**src/rtl/moore_seq_detect.sv**
```systemverilog
// Moore sequence detector: tracks how many leading symbols of a reset-captured pattern
// have been seen, with sticky/non-sticky match mode and a saturating match counter.
module moore_seq_detect #(
    parameter int unsigned SYM_W = 2,
    parameter int unsigned DEPTH = 3,
    parameter int unsigned CNT_W = 8,
    localparam int unsigned ST_W = $clog2(DEPTH + 1)
) (
    input  logic                     clk,
    input  logic                     reset,
    input  logic                     step,
    input  logic [SYM_W-1:0]         sym_in,
    input  logic                     hold,
    input  logic [DEPTH*SYM_W-1:0]   pattern_in,
    input  logic [ST_W-1:0]          state_in,
    output logic [ST_W-1:0]          state,
    output logic                     match,
    output logic                     match_pulse,
    output logic [CNT_W-1:0]         match_count,
    output logic                     count_sat
);

    localparam logic [ST_W-1:0]  ST_IDLE = '0;
    localparam logic [ST_W-1:0]  ST_FULL = ST_W'(DEPTH);
    localparam logic [CNT_W-1:0] CNT_MAX = '1;

    logic [DEPTH*SYM_W-1:0] pat_q;
    logic [ST_W-1:0]        state_q, state_d, fallback;
    logic                   match_q, pulse_q, sat_q;
    logic [CNT_W-1:0]       count_q, count_d;
    logic [SYM_W-1:0]       cur_sym;
    logic                   entry;

    // cur_sym is the symbol expected next; in the full state it is the last pattern symbol,
    // which is what the sticky mode compares against.
    always_comb begin
        cur_sym = pat_q[(DEPTH-1)*SYM_W +: SYM_W];
        for (int k = 0; k < DEPTH; k++) begin
            if (state_q == ST_W'(k)) begin
                cur_sym = pat_q[k*SYM_W +: SYM_W];
            end
        end
    end

    always_comb begin
        fallback = (sym_in == pat_q[SYM_W-1:0]) ? ST_W'(1) : ST_IDLE;
        state_d  = state_q;
        if (step) begin
            if (state_q == ST_FULL) begin
                if (hold && (sym_in == cur_sym)) begin
                    state_d = ST_FULL;
                end else begin
                    state_d = fallback;
                end
            end else if (sym_in == cur_sym) begin
                state_d = state_q + ST_W'(1);
            end else begin
                state_d = fallback;
            end
        end
    end

    assign entry   = (state_q != ST_FULL) && (state_d == ST_FULL);
    assign count_d = (entry && (count_q != CNT_MAX)) ? count_q + CNT_W'(1) : count_q;

    always_ff @(posedge clk) begin
        if (reset) begin
            pat_q   <= pattern_in;
            state_q <= (state_in <= ST_FULL) ? state_in : ST_IDLE;
            match_q <= (state_in == ST_FULL);
            pulse_q <= 1'b0;
            count_q <= '0;
            sat_q   <= 1'b0;
        end else begin
            state_q <= state_d;
            match_q <= (state_d == ST_FULL);
            pulse_q <= entry;
            count_q <= count_d;
            sat_q   <= sat_q | (count_d == CNT_MAX);
        end
    end

    assign state       = state_q;
    assign match       = match_q;
    assign match_pulse = pulse_q;
    assign match_count = count_q;
    assign count_sat   = sat_q;

endmodule

```
**config.mk**
```make
export PLATFORM = sky130hd
export DESIGN_NAME = moore_seq_detect
export DESIGN_NICKNAME = d
export VERILOG_FILES = /design/src/rtl/moore_seq_detect.sv
export SDC_FILE = /design/constraint.sdc
export NUM_CORES = 1
export LEC_CHECK = 0
export CAP_MARGIN = 30
export CORE_MARGIN = 4
export CORE_UTILIZATION = 48
export DETAILED_ROUTE_END_ITERATION = 12
export PLACE_DENSITY = 0.8
export SYNTH_ARGS = -nofsm -noshare
export SYNTH_HDL_FRONTEND = slang
export SYNTH_SLANG_ARGS = --single-unit
```
**constraint.sdc**
```tcl
create_clock -name clk -period 2.81 [get_ports clk]
set_clock_uncertainty 0.05 [all_clocks]
set_input_delay 0.562 -clock clk [delete_from_list [all_inputs] [get_ports clk]]
set_output_delay 0.562 -clock clk [all_outputs]
set_load 0.01 [all_outputs]
```
# [Word level (Yosys, flattened, before mapping)]
# Cells that the tools add are included.
# W data, S select, Z words.
[op_classes] add_sub_neg=2 n_lt_le_gt_ge=1 n_eq_ne=10 n_mux=12 bitwise_logic=1 reduce_logical=4
[ops] op="$mux W2" n=9
[ops] op="$add A8 B1 Y8 const B" n=1
[ops] op="$eq A2 B2 Y1 const B" n=4
[ops] op="$eq A8 B8 Y1 const B" n=1
[ops] op="$mux W8" n=1
[ops] op="$ne A8 B8 Y1 const B" n=1
[ops] op="$eq A2 B2 Y1" n=2
[ops] op="$logic_and A1 B1 Y1" n=3
[ops] op="$add A2 B1 Y2 const B" n=1
[ops] op="$eq A2 B1 Y1 const B" n=1
[ops] op="$le A2 B2 Y1 const B" n=1
[ops] op="$logic_not A2 Y1" n=1
[ops] op="$mux W1" n=2
[ops] op="$ne A2 B2 Y1 const B" n=1
[ops] op="$or A1 B1 Y1" n=1
[word_totals] regBits=19 input_bits=14 output_inout_bits=13 wordCells=36

# [Depth between registers and ports, before layout]
[depth] depth_word=15 mapped_depth=9

# [Worst setup path after synthesis]
# No wires, ideal clock.
[synth_path] path_kind="register to register" startpoint="register state_q[0], in the netlist state[0]" endpoint="register sat_q, in the netlist count_sat" setup_time_ns=0.103 arrival_ns=2.480 t_required_ns=2.657 path_slack_ns=0.176 path_stages_with_launch=10 n_path_buf=0 period_less_slack_ns=2.634 cell_sequence="dfxtp_1 -> inv_1 -> ha_1 -> or3b_1 -> o31a_1 -> a31oi_4 -> o311a_2 -> a41o_1 -> o2111ai_1 -> a2111oi_2"
[synth_between] elab_chain_cells=15
[synth_lines] item="from (decl)" line_no="28" rtl="logic [ST_W-1:0] state_q, state_d, fallback;"
[synth_lines] item="from (signal assigned)" line_no="69" rtl="state_q <= (state_in <= ST_FULL) ? state_in : ST_IDLE;"
[synth_lines] item="from (signal assigned)" line_no="75" rtl="state_q <= state_d;"
[synth_lines] item="$logic_not A2 Y1" line_no="39" rtl="if (state_q == ST_W'(k)) begin"
[synth_lines] item="$mux W2 (3 in series)" line_no="39"
[synth_lines] item="$eq A2 B2 Y1" line_no="50, 55"
[synth_lines] item="$logic_and A1 B1 Y1" line_no="50" rtl="if (hold && (sym_in == cur_sym)) begin"
[synth_lines] item="$mux W2" line_no="50"
[synth_lines] item="$mux W2" line_no="49" rtl="if (state_q == ST_FULL) begin"
[synth_lines] item="$mux W2" line_no="48" rtl="if (step) begin"
[synth_lines] item="$eq A2 B2 Y1" line_no="63" rtl="assign entry = (state_q != ST_FULL) && (state_d == ST_FULL);"
[synth_lines] item="$logic_and A1 B1 Y1 *" line_no="63"
[synth_lines] item="$logic_and A1 B1 Y1 *" line_no="64" rtl="assign count_d = (entry && (count_q != CNT_MAX)) ? count_q + CNT_W'(1) : count_q;"
[synth_lines] item="$mux W8 *" line_no="64"
[synth_lines] item="$eq A8 B8 Y1 *" line_no="79" rtl="sat_q <= sat_q | (count_d == CNT_MAX);"
[synth_lines] item="$or A1 B1 Y1 *" line_no="79"
[synth_lines] item="to (signal assigned)" line_no="79"
[synth_lines] item="to (decl)" line_no="29" rtl="logic match_q, pulse_q, sat_q;"
# Every way passes the cells marked *; elsewhere a longest branch is shown, timed or not.
# A chain may end at the register's enable or synchronous reset.

# [Worst setup path after layout]
# Same ends and word-level chain as after synthesis.

==> results_dict.tcl <==
set metrics [dict create \
    status "finished, final reports clean" \
    worstHoldStart "match_count[1]" \
    power.total_w 0.000688 \
    placed_area_um2 1470 \
    ir_drop_v 0.000313 \
    ys_ff_latch 19 \
    grt_pass1_vias 979 \
    cts.clk_slew.worst_paths_ns 0.11 \
    p_clk_share_pct 20.5 \
    initial_core_util_pct 50.3 \
    dp_hpwl_mm 2.10 \
    vias 1035 \
    grt_max_degree 18 \
    antenna_cells 0 \
    netlist_instances 110 \
    io_pins 27 \
    wirelength_mm 2.97 \
    grt_usage_pct 18.2 \
    clockBufferDepth 2 \
    leakage_nw 0.583 \
    overflow 0 \
    antenna_left 0 \
    dr_wl_met2_mm 1.51 \
    wire_per_inst_um 16.5 \
    multi_input_area_um2 663 \
    min_path_cells 2 \
    h-tree-depth 1 \
    p_int_w 0.000475 \
    reg2reg_slack_ns 0.09 \
    setup.worst_path.end_class "register" \
    die_y_um 55.9 \
    core.rowCount 17 \
    yosysSeqAreaShare_pct 40.0 \
    final_area_um2 1570 \
    syn2layout_area_growth_pct 42.1 \
    die_area_um2 3130 \
    met1_length_mm 1.19 \
    drc 0 \
    layout_commonest_cell "clkdlybuf4s50_1" \
    critPathKind "reg2reg" \
    crit_chain "inv_2 > ha_2 > or3b_4 > o31a_1 > a31oi_4 > o311ai_4 > nor4b_4 > o2111ai_2 > a2111oi_2" \
    clock-root-buffer "clkbuf_4" \
    yosysWarnings 0 \
    worstSkewPairLatency_ns 0.31 \
    cts.sinks 19 \
    final-seq-area_um2 448 \
    crit_fanout 5 \
    drtIter0Drc 31 \
    drive_gt1_share_pct 22.4 \
    nets 172 \
    synth_nets 129 \
    top_layer "met4" \
    grt_pass1_wl_mm 4.52 \
    cap_violations 0 \
    timing.final.crit_period_ns 2.72 \
    drt-pass1-iter-count 4 \
    tightest_slew_ns 0.450 \
    fp.coreArea_um2 2190 \
    hold_class "reg2reg" \
    cts_buffers 3 \
    postSynthAreaPerCell_um2 10.0 \
    postLayoutCoreUtil_pct 71.5 \
    synthesis.area_um2 1100 \
    die_w_um 55.9 \
    fillers 156 \
    sw_frac_of_total_pct 30.9 \
    worstHoldEndpoint "match_count[1]" \
    r2r_cells 9 \
    reg2reg_from "state[0]" \
    p_switching_w 0.000213 \
    yosys_most_used_dff "dfxtp_1" \
    cts_tree "built" \
    place_congestion 0.815 \
    hold_viol_final 0 \
    cp_slowest_cell "or3b_4" \
    r2r_end "count_sat" \
    synth_edf_count 6 \
    setup_violations 0 \
    timing.final.crit_share_pct 96.9 \
    comb_power_share_pct 33.1 \
    crit_required_ns 2.97 \
    hold_ws_ns 0.465 \
    wl_met3_um 199 \
    fmax_mhz 367 \
    slew_headroom_pct 69.8 \
    slowest_delay_ns 0.40 \
    crit_path_start_kind "register" \
    antenna_found_initial 0 \
    viasPerCell 5.75 \
    power.density_nw_per_um2 439 \
    async_reset_ff_share_pct 0 \
    io_buffer_count 26 \
    finalMaxSlewViolations 0 \
    crit_arrival_ns 2.88 \
    power_frac_seq_pct 46.5 \
    layout_common_cells "24 x clkdlybuf4s50_1, 13 x nor2_1, 13 x buf_4, 11 x dfxtp_1" \
    synth_cell_types 40 \
]
==> cell families (layout without fill, tap and decap cells) <==
| logic type | after synthesis | in the layout | share of synthesized area (%) |
|---|---|---|---|
| multiplexers | 3 | 3 | 2.95 |
| XOR/XNOR | 11 | 11 | 8.74 |
| adder cells (fa/ha/maj) | 5 | 5 | 5.68 |
| AND/OR/NAND/NOR | 42 | 42 | 20.9 |
| AO/OA/AOI/OAI | 21 | 21 | 18.7 |
| flip-flops | 19 | 19 | 40.0 |
| buffers and inverters | 9 | 51 | 3.06 |
==> metal layers <==
layer  track usage, %  vias up
li1                 -      488
met1             22.6      498
met2             30.7       40
met3             4.87        9
met4             5.76        0
met5                0        -
==> through the flow <==
| step | cells | worst slack, ns | setup TNS [ns] |
|---|---|---|---|
| CTS | 177 | 0.0125 | 0 |
| global placement | 173 | -0.170 | -0.241 |
| detailed placement | 173 | -0.266 | -0.559 |
| finish | 180 | 0.0870 | 0 |
| floorplan | 110 | 0.176 | 0 |
| global route | 180 | -0.0111 | -0.0111 |
==> worst max-delay path: cells and delay by family, from the launching register on <==
family                   cells  cell delay (ns)
buffers and inverters        1             0.06
AND/OR/NAND/NOR              2             0.72
AO/OA/AOI/OAI                5             1.21
flip-flops                   1             0.39
adder cells (fa/ha/maj)      1             0.20
==> flip-flops by register name, indices dropped and copies added (netlist names) <==
signal	count
match	1
count_sat	1
match_count	8
state	2
pat_q	6
match_pulse	1
==> Yosys cell counts, drive strengths merged (2+ instances only) <==
cell,n,area (um2)
xnor2,7,61.3
nand3,5,25.0
xor2,4,35.0
ha,5,62.6
mux2,2,22.5
nor2,13,48.8
o311a,2,22.5
a2111oi,2,42.5
nand2,5,18.8
o21a,2,15.0
o21ai,2,10.0
dfxtp,13,260
a31oi,3,33.8
nor4b,3,32.5
a21oi,3,15.0
inv,8,30.0
nor3,6,30.0
edfxtp,6,180
==> worst max path at each step <==
| stage | start | endpoint | slack, ns | cells after the start |
|---|---|---|---|---|
| floorplan | state[0] | count_sat | 0.18 | 9 |
| global placement | sym_in[0] | count_sat | -0.17 | 8 |
| detailed placement | sym_in[0] | count_sat | -0.27 | 8 |
| CTS | sym_in[0] | count_sat | 0.01 | 8 |
| global route | state[1] | count_sat | -0.01 | 9 |
| finish | state[0] | count_sat | 0.09 | 9 |
==> power groups by stage <==
| stage | clock network (W) | registers, W | logic, W |
|---|---|---|---|
| 2_1_floorplan | 0 | 0.000324 | 0.000102 |
| 3_3_place_gp | 0 | 0.000322 | 0.000194 |
| 3_5_place_dp | 0 | 0.000324 | 0.000200 |
| 4_1_cts | 0.000142 | 0.000318 | 0.000207 |
| 5_1_grt | 0.000156 | 0.000322 | 0.000246 |
| 6_report | 0.000141 | 0.000320 | 0.000227 |
==> area by class of cell <==
| type | count | area share [%] |
|---|---|---|
| Inverter | 8 | 1.92 |
| Clock buffer | 3 | 1.44 |
| Timing Repair Buffer | 39 | 23.2 |
| Sequential cell | 19 | 28.6 |
| Tap cell | 28 | 2.24 |
| Clock inverter | 1 | 0.319 |
| Multi-Input combinational cell | 82 | 42.3 |
==> repair_timing <==
action / in CTS / in global routing
gates resized for setup: 3 / 10
buffers inserted: 0 / 3
setup endpoints to repair: 1 / 1
pin swaps: 0 / 9
hold buffers: 0 / 0
(Power assumes the default switching activity.)
